### src/rtl/mem_access_unit.sv
// rtl/mem_access_unit.sv - EX/MEM pipeline register, data-memory handshake and MEM/WB register
// Loads and stores hold the M slot until the memory handshake completes; everything else passes in one cycle.
module mem_access_unit #(
  parameter int D_WIDTH = 32
) (
  input  logic               clk,
  input  logic               rst,
  input  logic               valid_e,
  input  logic               reg_write_e,
  input  logic [1:0]         result_src_e,
  input  logic               mem_write_e,
  input  logic [2:0]         funct3_e,
  input  logic [D_WIDTH-1:0] alu_result_e,
  input  logic [D_WIDTH-1:0] write_data_e,
  input  logic [4:0]         rd_e,
  input  logic [D_WIDTH-1:0] pc_plus_4e,
  output logic               stall_o,
  output logic               dmem_req_valid,
  input  logic               dmem_req_ready,
  output logic               dmem_we,
  output logic [D_WIDTH-1:0] dmem_addr,
  output logic [D_WIDTH-1:0] dmem_wdata,
  output logic [3:0]         dmem_be,
  input  logic               dmem_rsp_valid,
  input  logic [D_WIDTH-1:0] dmem_rdata,
  output logic               valid_w,
  output logic               reg_write_w,
  output logic [1:0]         result_src_w,
  output logic [D_WIDTH-1:0] alu_result_w,
  output logic [D_WIDTH-1:0] read_data_w,
  output logic [D_WIDTH-1:0] pc_plus_4w,
  output logic [4:0]         rd_w,
  output logic               misaligned_o
);

  typedef enum logic [1:0] {S_IDLE, S_REQ, S_RSP} state_t;

  state_t             r_state;
  state_t             w_next;
  logic               r_valid_m;
  logic               r_reg_write_m;
  logic [1:0]         r_result_src_m;
  logic               r_mem_write_m;
  logic [2:0]         r_funct3_m;
  logic [D_WIDTH-1:0] r_alu_m;
  logic [D_WIDTH-1:0] r_wdata_m;
  logic [4:0]         r_rd_m;
  logic [D_WIDTH-1:0] r_pc4_m;

  logic               w_load_m;
  logic               w_store_m;
  logic               w_mis_m;
  logic               w_mem_e;
  logic               w_mis_e;
  logic               w_retire;
  logic [1:0]         w_off;
  logic [D_WIDTH-1:0] w_lane;
  logic [D_WIDTH-1:0] w_load_data;

  // Size code 00 = byte, 01 = half, anything else = word.
  function automatic logic is_misaligned(input logic [1:0] size, input logic [1:0] off);
    return ((size == 2'b01) && off[0]) || (size[1] | (size == 2'b11)) && (off != 2'b00);
  endfunction

  assign w_load_m  = r_valid_m & (r_result_src_m == 2'b01);
  assign w_store_m = r_valid_m & r_mem_write_m;
  assign w_mis_m   = (w_load_m | w_store_m) & is_misaligned(r_funct3_m[1:0], r_alu_m[1:0]);
  assign w_mem_e   = valid_e & ((result_src_e == 2'b01) | mem_write_e);
  assign w_mis_e   = w_mem_e & is_misaligned(funct3_e[1:0], alu_result_e[1:0]);
  assign w_retire  = ~stall_o;
  assign w_off     = r_alu_m[1:0];

  always_ff @(posedge clk or posedge rst) begin
    if (rst) r_state <= S_IDLE;
    else     r_state <= w_next;
  end

  always_comb begin
    w_next         = r_state;
    dmem_req_valid = 1'b0;
    stall_o        = 1'b0;
    case (r_state)
      S_REQ: begin
        dmem_req_valid = 1'b1;
        stall_o        = ~(dmem_req_ready & w_store_m);
      end
      S_RSP:   stall_o = ~dmem_rsp_valid;
      default: stall_o = 1'b0;
    endcase
    if (~stall_o)
      w_next = (w_mem_e & ~w_mis_e) ? S_REQ : S_IDLE;
    else if ((r_state == S_REQ) && dmem_req_ready)
      w_next = S_RSP;
  end

  assign dmem_addr = {r_alu_m[D_WIDTH-1:2], 2'b00};
  assign dmem_we   = w_store_m;
  assign w_lane    = dmem_rdata >> {w_off, 3'b000};

  always_comb begin
    dmem_be     = 4'b1111;
    dmem_wdata  = r_wdata_m;
    w_load_data = dmem_rdata;
    case (r_funct3_m[1:0])
      2'b00: begin
        dmem_be     = 4'b0001 << w_off;
        dmem_wdata  = {4{r_wdata_m[7:0]}};
        w_load_data = r_funct3_m[2] ? {24'd0, w_lane[7:0]} : {{24{w_lane[7]}}, w_lane[7:0]};
      end
      2'b01: begin
        dmem_be     = 4'b0011 << w_off;
        dmem_wdata  = {2{r_wdata_m[15:0]}};
        w_load_data = r_funct3_m[2] ? {16'd0, w_lane[15:0]} : {{16{w_lane[15]}}, w_lane[15:0]};
      end
      default: ;
    endcase
  end

  always_ff @(posedge clk or posedge rst) begin
    if (rst) begin
      r_valid_m      <= 1'b0;
      r_reg_write_m  <= 1'b0;
      r_result_src_m <= 2'b00;
      r_mem_write_m  <= 1'b0;
      r_funct3_m     <= 3'd0;
      r_alu_m        <= '0;
      r_wdata_m      <= '0;
      r_rd_m         <= 5'd0;
      r_pc4_m        <= '0;
      valid_w        <= 1'b0;
      reg_write_w    <= 1'b0;
      result_src_w   <= 2'b00;
      alu_result_w   <= '0;
      read_data_w    <= '0;
      pc_plus_4w     <= '0;
      rd_w           <= 5'd0;
      misaligned_o   <= 1'b0;
    end else if (w_retire) begin
      r_valid_m      <= valid_e;
      r_reg_write_m  <= reg_write_e;
      r_result_src_m <= result_src_e;
      r_mem_write_m  <= mem_write_e;
      r_funct3_m     <= funct3_e;
      r_alu_m        <= alu_result_e;
      r_wdata_m      <= write_data_e;
      r_rd_m         <= rd_e;
      r_pc4_m        <= pc_plus_4e;
      // A misaligned access leaves the pipe as a bubble flagged by misaligned_o.
      valid_w        <= r_valid_m & ~w_mis_m;
      reg_write_w    <= r_valid_m & r_reg_write_m & ~w_mis_m;
      result_src_w   <= r_result_src_m;
      alu_result_w   <= r_alu_m;
      read_data_w    <= (w_load_m & ~w_mis_m) ? w_load_data : '0;
      pc_plus_4w     <= r_pc4_m;
      rd_w           <= r_rd_m;
      misaligned_o   <= w_mis_m;
    end else begin
      valid_w        <= 1'b0;
      reg_write_w    <= 1'b0;
      misaligned_o   <= 1'b0;
    end
  end

endmodule

### config.mk
export PLATFORM = sky130hd
export DESIGN_NAME = mem_access_unit
export DESIGN_NICKNAME = d
export VERILOG_FILES = /design/src/rtl/mem_access_unit.sv
export SDC_FILE = /design/constraint.sdc
export NUM_CORES = 1
export LEC_CHECK = 0
export BUFFER_PORTS_ARGS = -buffer_cell sky130_fd_sc_hd__clkbuf_2
export CORE_UTILIZATION = 55
export CTS_CLUSTER_SIZE = 16
export DETAILED_ROUTE_END_ITERATION = 7
export HOLD_SLACK_MARGIN = 0.03
export PLACE_DENSITY = 0.89
export RECOVER_POWER = 50
export SLEW_MARGIN = 10
export SYNTH_ARGS = -nofsm -noshare
export SYNTH_HDL_FRONTEND = slang
export SYNTH_SLANG_ARGS = --single-unit
### constraint.sdc
create_clock -name clk -period 11.85 [get_ports clk]
set_clock_uncertainty 0.15 [all_clocks]
set_input_delay 1.185 -clock clk [delete_from_list [all_inputs] [get_ports clk]]
set_output_delay 1.185 -clock clk [all_outputs]
set_load 0.05 [all_outputs]
==> impl_metrics.toml <==
[floorplanning]
start_util_pct = 57.02
core_um2 = 16820
io_pins = 322
die_w_um = 134.1
die_h_um = 134.1
rows = 47
dieArea_um2 = 17970

[worst_setup_path]
regToRegEndpoint = "rd_w[0]$_DFFE_PP0P_"
slowest_stage = "clkinvlp_2"
critPathKind = "in2async"
max_stage_delay_ns = 3.11
critical_path_arrival_ns = 5.69
ff2ff_setup_slack_ns = 7.39
path_cells = "clkbuf_2 -> clkinvlp_2 -> buf_4"
critPathTopFamily = "buffers and inverters"
r2r_cells = 7
critical_path.max_fanout = 132
critical_path_buf_inv_count = 3
r2r-start = "r_state[1]$_DFFE_PP0P_"
worstPathRequired_ns = 12.17
end_kind = "asynchronous set/reset pin"
startpoint_type = "primary input"

[sta]
fmax_ghz = 0.1862
period_share_pct = 45.33
worst_pin_slew_ns = 5.635
relSlewSlack_pct = -277.8
setup_viol = 0
fin_setup_tns_ns = 0
min_period_ns = 5.372
drv_slew = 184
rsz0062_at_grt = "false"
hold_slack_ns = 0.3276
final_hold_viol_count = 0

[routing]
drc_errors = 0
initialDrtViolationCount = 293
detail-route-antenna-nets = 0
vias_per_cell = 5.396
vias = 6556
finalWirelength_um = 21650
first_pass_iters = 5
avgRoutedWirePerCell_um = 17.82

[global_routing]
grt_max_degree = 171
gr-usage-all-layers_pct = 23.79
grt_pass1_wl_um = 33990
grt_util_met2_pct = 41.39
overflow = 0
antenna_found_initial = 0
grt-busiest-layer = "met2"
grtUsageMet3_pct = 6.122
grt_pass1_vias = 6752
gr-usage-met1_pct = 28.96

[yosys]
synth.most_common_cell = "dfrtp_1"
synth_enable_flop_cells = 0
ys_types = 41
synth_top_area_cell = "dfrtp_1"
yosysSeqAreaShare_pct = 56.62
synth_warnings = 0
yosys-top-cells-area = "dfrtp_1 57%, mux2_2 23%, buf_4 3.2%, o31ai_2 2.7%, nand2_1 2.0%"
yosysTopAreaCellShare_pct = 56.62
avgSynthCellArea_um2 = 13.36
ys_top_cells_by_count = "217 x dfrtp_1, 197 x mux2_2, 52 x nand2_1"
async_reset_ff_share_pct = 100.0
netlist_area_um2 = 9590
ys_ff_latch = 217
netlist_instances = 718
ys.flop_type = "dfrtp_1"

[clock_tree]
post_cts_resized = 0
clk_path_buf_depth = 3
clock_latency_ns = 0.50
cts_inserted_buffers = 23
worst_setup_hold_path_clk_slew_ns = 0.06
tritoncts = "done"
clock-sinks = 217
hold_buffers = 0
htreeDepth = 1
post_cts_buffers = 0
cts-root-buf = "clkbuf_16"

[finish]
layout.nets = 1130
syn_to_final_growth_pct = 20.16
layout-drive-gt1-share_pct = 44.62
design_area_um2 = 11520
antenna_cells = 0

[power]
p_int_mw = 1.294
power_frac_seq_pct = 44.3
finalPower_mw = 1.866
p_comb_share_pct = 18.8
swShare_pct = 30.64
vdd_drop_max_mv = 0.1166
p_leak_nw = 5.154
p_switching_mw = 0.5717
clkPwrFrac_pct = 36.9
power.density_nw_per_um2 = 161.9

[placed_design]
placed_area_um2 = 10990
hpwl_um = 15070
io_buffers = 319
gp_congestion = 0.8974

[worst_hold_path]
hold_depth = 2
worst_hold_path_type = "reg2reg"
hold_start = "read_data_w[15]$_DFFE_PP0P_"
whs_endpoint = "read_data_w[15]$_DFFE_PP0P_"

[run_status]
outcome = "finished with violations"
violations = "max-capacitance violations, max-slew violations"

[run]
maxCapViolCount = 2
-- tightest hold or removal path: cells and delay by family, from the launching register on --
family	cells	cell delay, ns
AND/OR/NAND/NOR	1	0.05
AO/OA/AOI/OAI	1	0.06
flip-flops	1	0.34
-- kinds of logic after synthesis --
kind of cell             synth area share, %
AO/OA/AOI/OAI                          7.293
adder cells (fa/ha/maj)               0.2609
AND/OR/NAND/NOR                        4.436
buffers and inverters                  6.314
flip-flops                             56.62
multiplexers                           25.04
other                                0.03910
-- sequential cells by signal, indices dropped and copies added (netlist names), 3 cells and up --
name	count
alu_result_w	32
pc_plus_4w	32
r_alu_m	32
r_pc4_m	32
r_wdata_m	32
read_data_w	32
r_rd_m	5
rd_w	5
r_funct3_m	3
-- metal layers --
layer  vias to the layer above  share of wire, %
li1                       3010                 -
met1                      3225                39
met2                       274                50
met3                        47               8.3
met4                         0               2.5
met5                         -                 0
-- stage by stage --
stage               utilization, %  worst slack, ns  std cells
global placement             65.36            8.184       1178
global route                 68.52            5.379       1215
floorplan                        -            4.579        719
CTS                          69.61            8.077       1215
detailed placement           65.36            8.201       1178
finish                       68.52            6.478       1215
-- area by class of cell --
type,instances,area (um2)
Fill cell,1288,5295
Multi-Input combinational cell,402,3573
Timing Repair Buffer,325,1476
Tap cell,220,275.3
Clock inverter,5,65.06
Clock buffer,32,649.4
Inverter,14,53.80
Sequential cell,217,5430
-- how the worst max path moves through the flow --
stage	to	slack (ns)	from	cells past startpoint
after global placement	r_wdata_m[2]$_DFFE_PP0P_	8.18	dmem_req_ready	6
after CTS	dmem_wdata[14]	8.08	r_funct3_m[1]$_DFFE_PP0P_	4
after global routing	rd_w[0]$_DFFE_PP0P_	5.38	rst	3
after detailed placement	r_pc4_m[29]$_DFFE_PP0P_	8.20	dmem_req_ready	6
after floorplan	alu_result_w[0]$_DFFE_PP0P_	4.58	rst	1
final	r_wdata_m[17]$_DFFE_PP0P_	6.48	rst	3
-- power by group through the flow --
stage	Sequential [mW]	Clock [mW]	Combinational [mW]
after detailed placement	0.839	0	0.361
after global placement	0.835	0	0.355
after floorplan	0.911	0	0.202
after global routing	0.833	0.726	0.371
final	0.826	0.688	0.351
after CTS	0.826	0.702	0.362
-- cells in the final DEF, fill, tap and decap left out, types with 2 or more instances in the layout --
cell	n
a21oi_1	9
a2bb2oi_1	7
buf_4	3
clkbuf_1	143
clkbuf_16	23
clkbuf_2	183
clkbuf_8	4
clkinv_2	2
conb_1	2
dfrtp_1	217
ha_1	2
inv_1	12
mux2_2	197
mux2i_1	16
nand2_1	52
nand2b_1	4
nor2_1	30
nor2b_1	4
nor3b_1	2
o21ai_0	22
o221ai_1	8
o22ai_1	7
o31ai_1	2
o31ai_2	21
No activity file was read; power rests on OpenSTA's default activity.
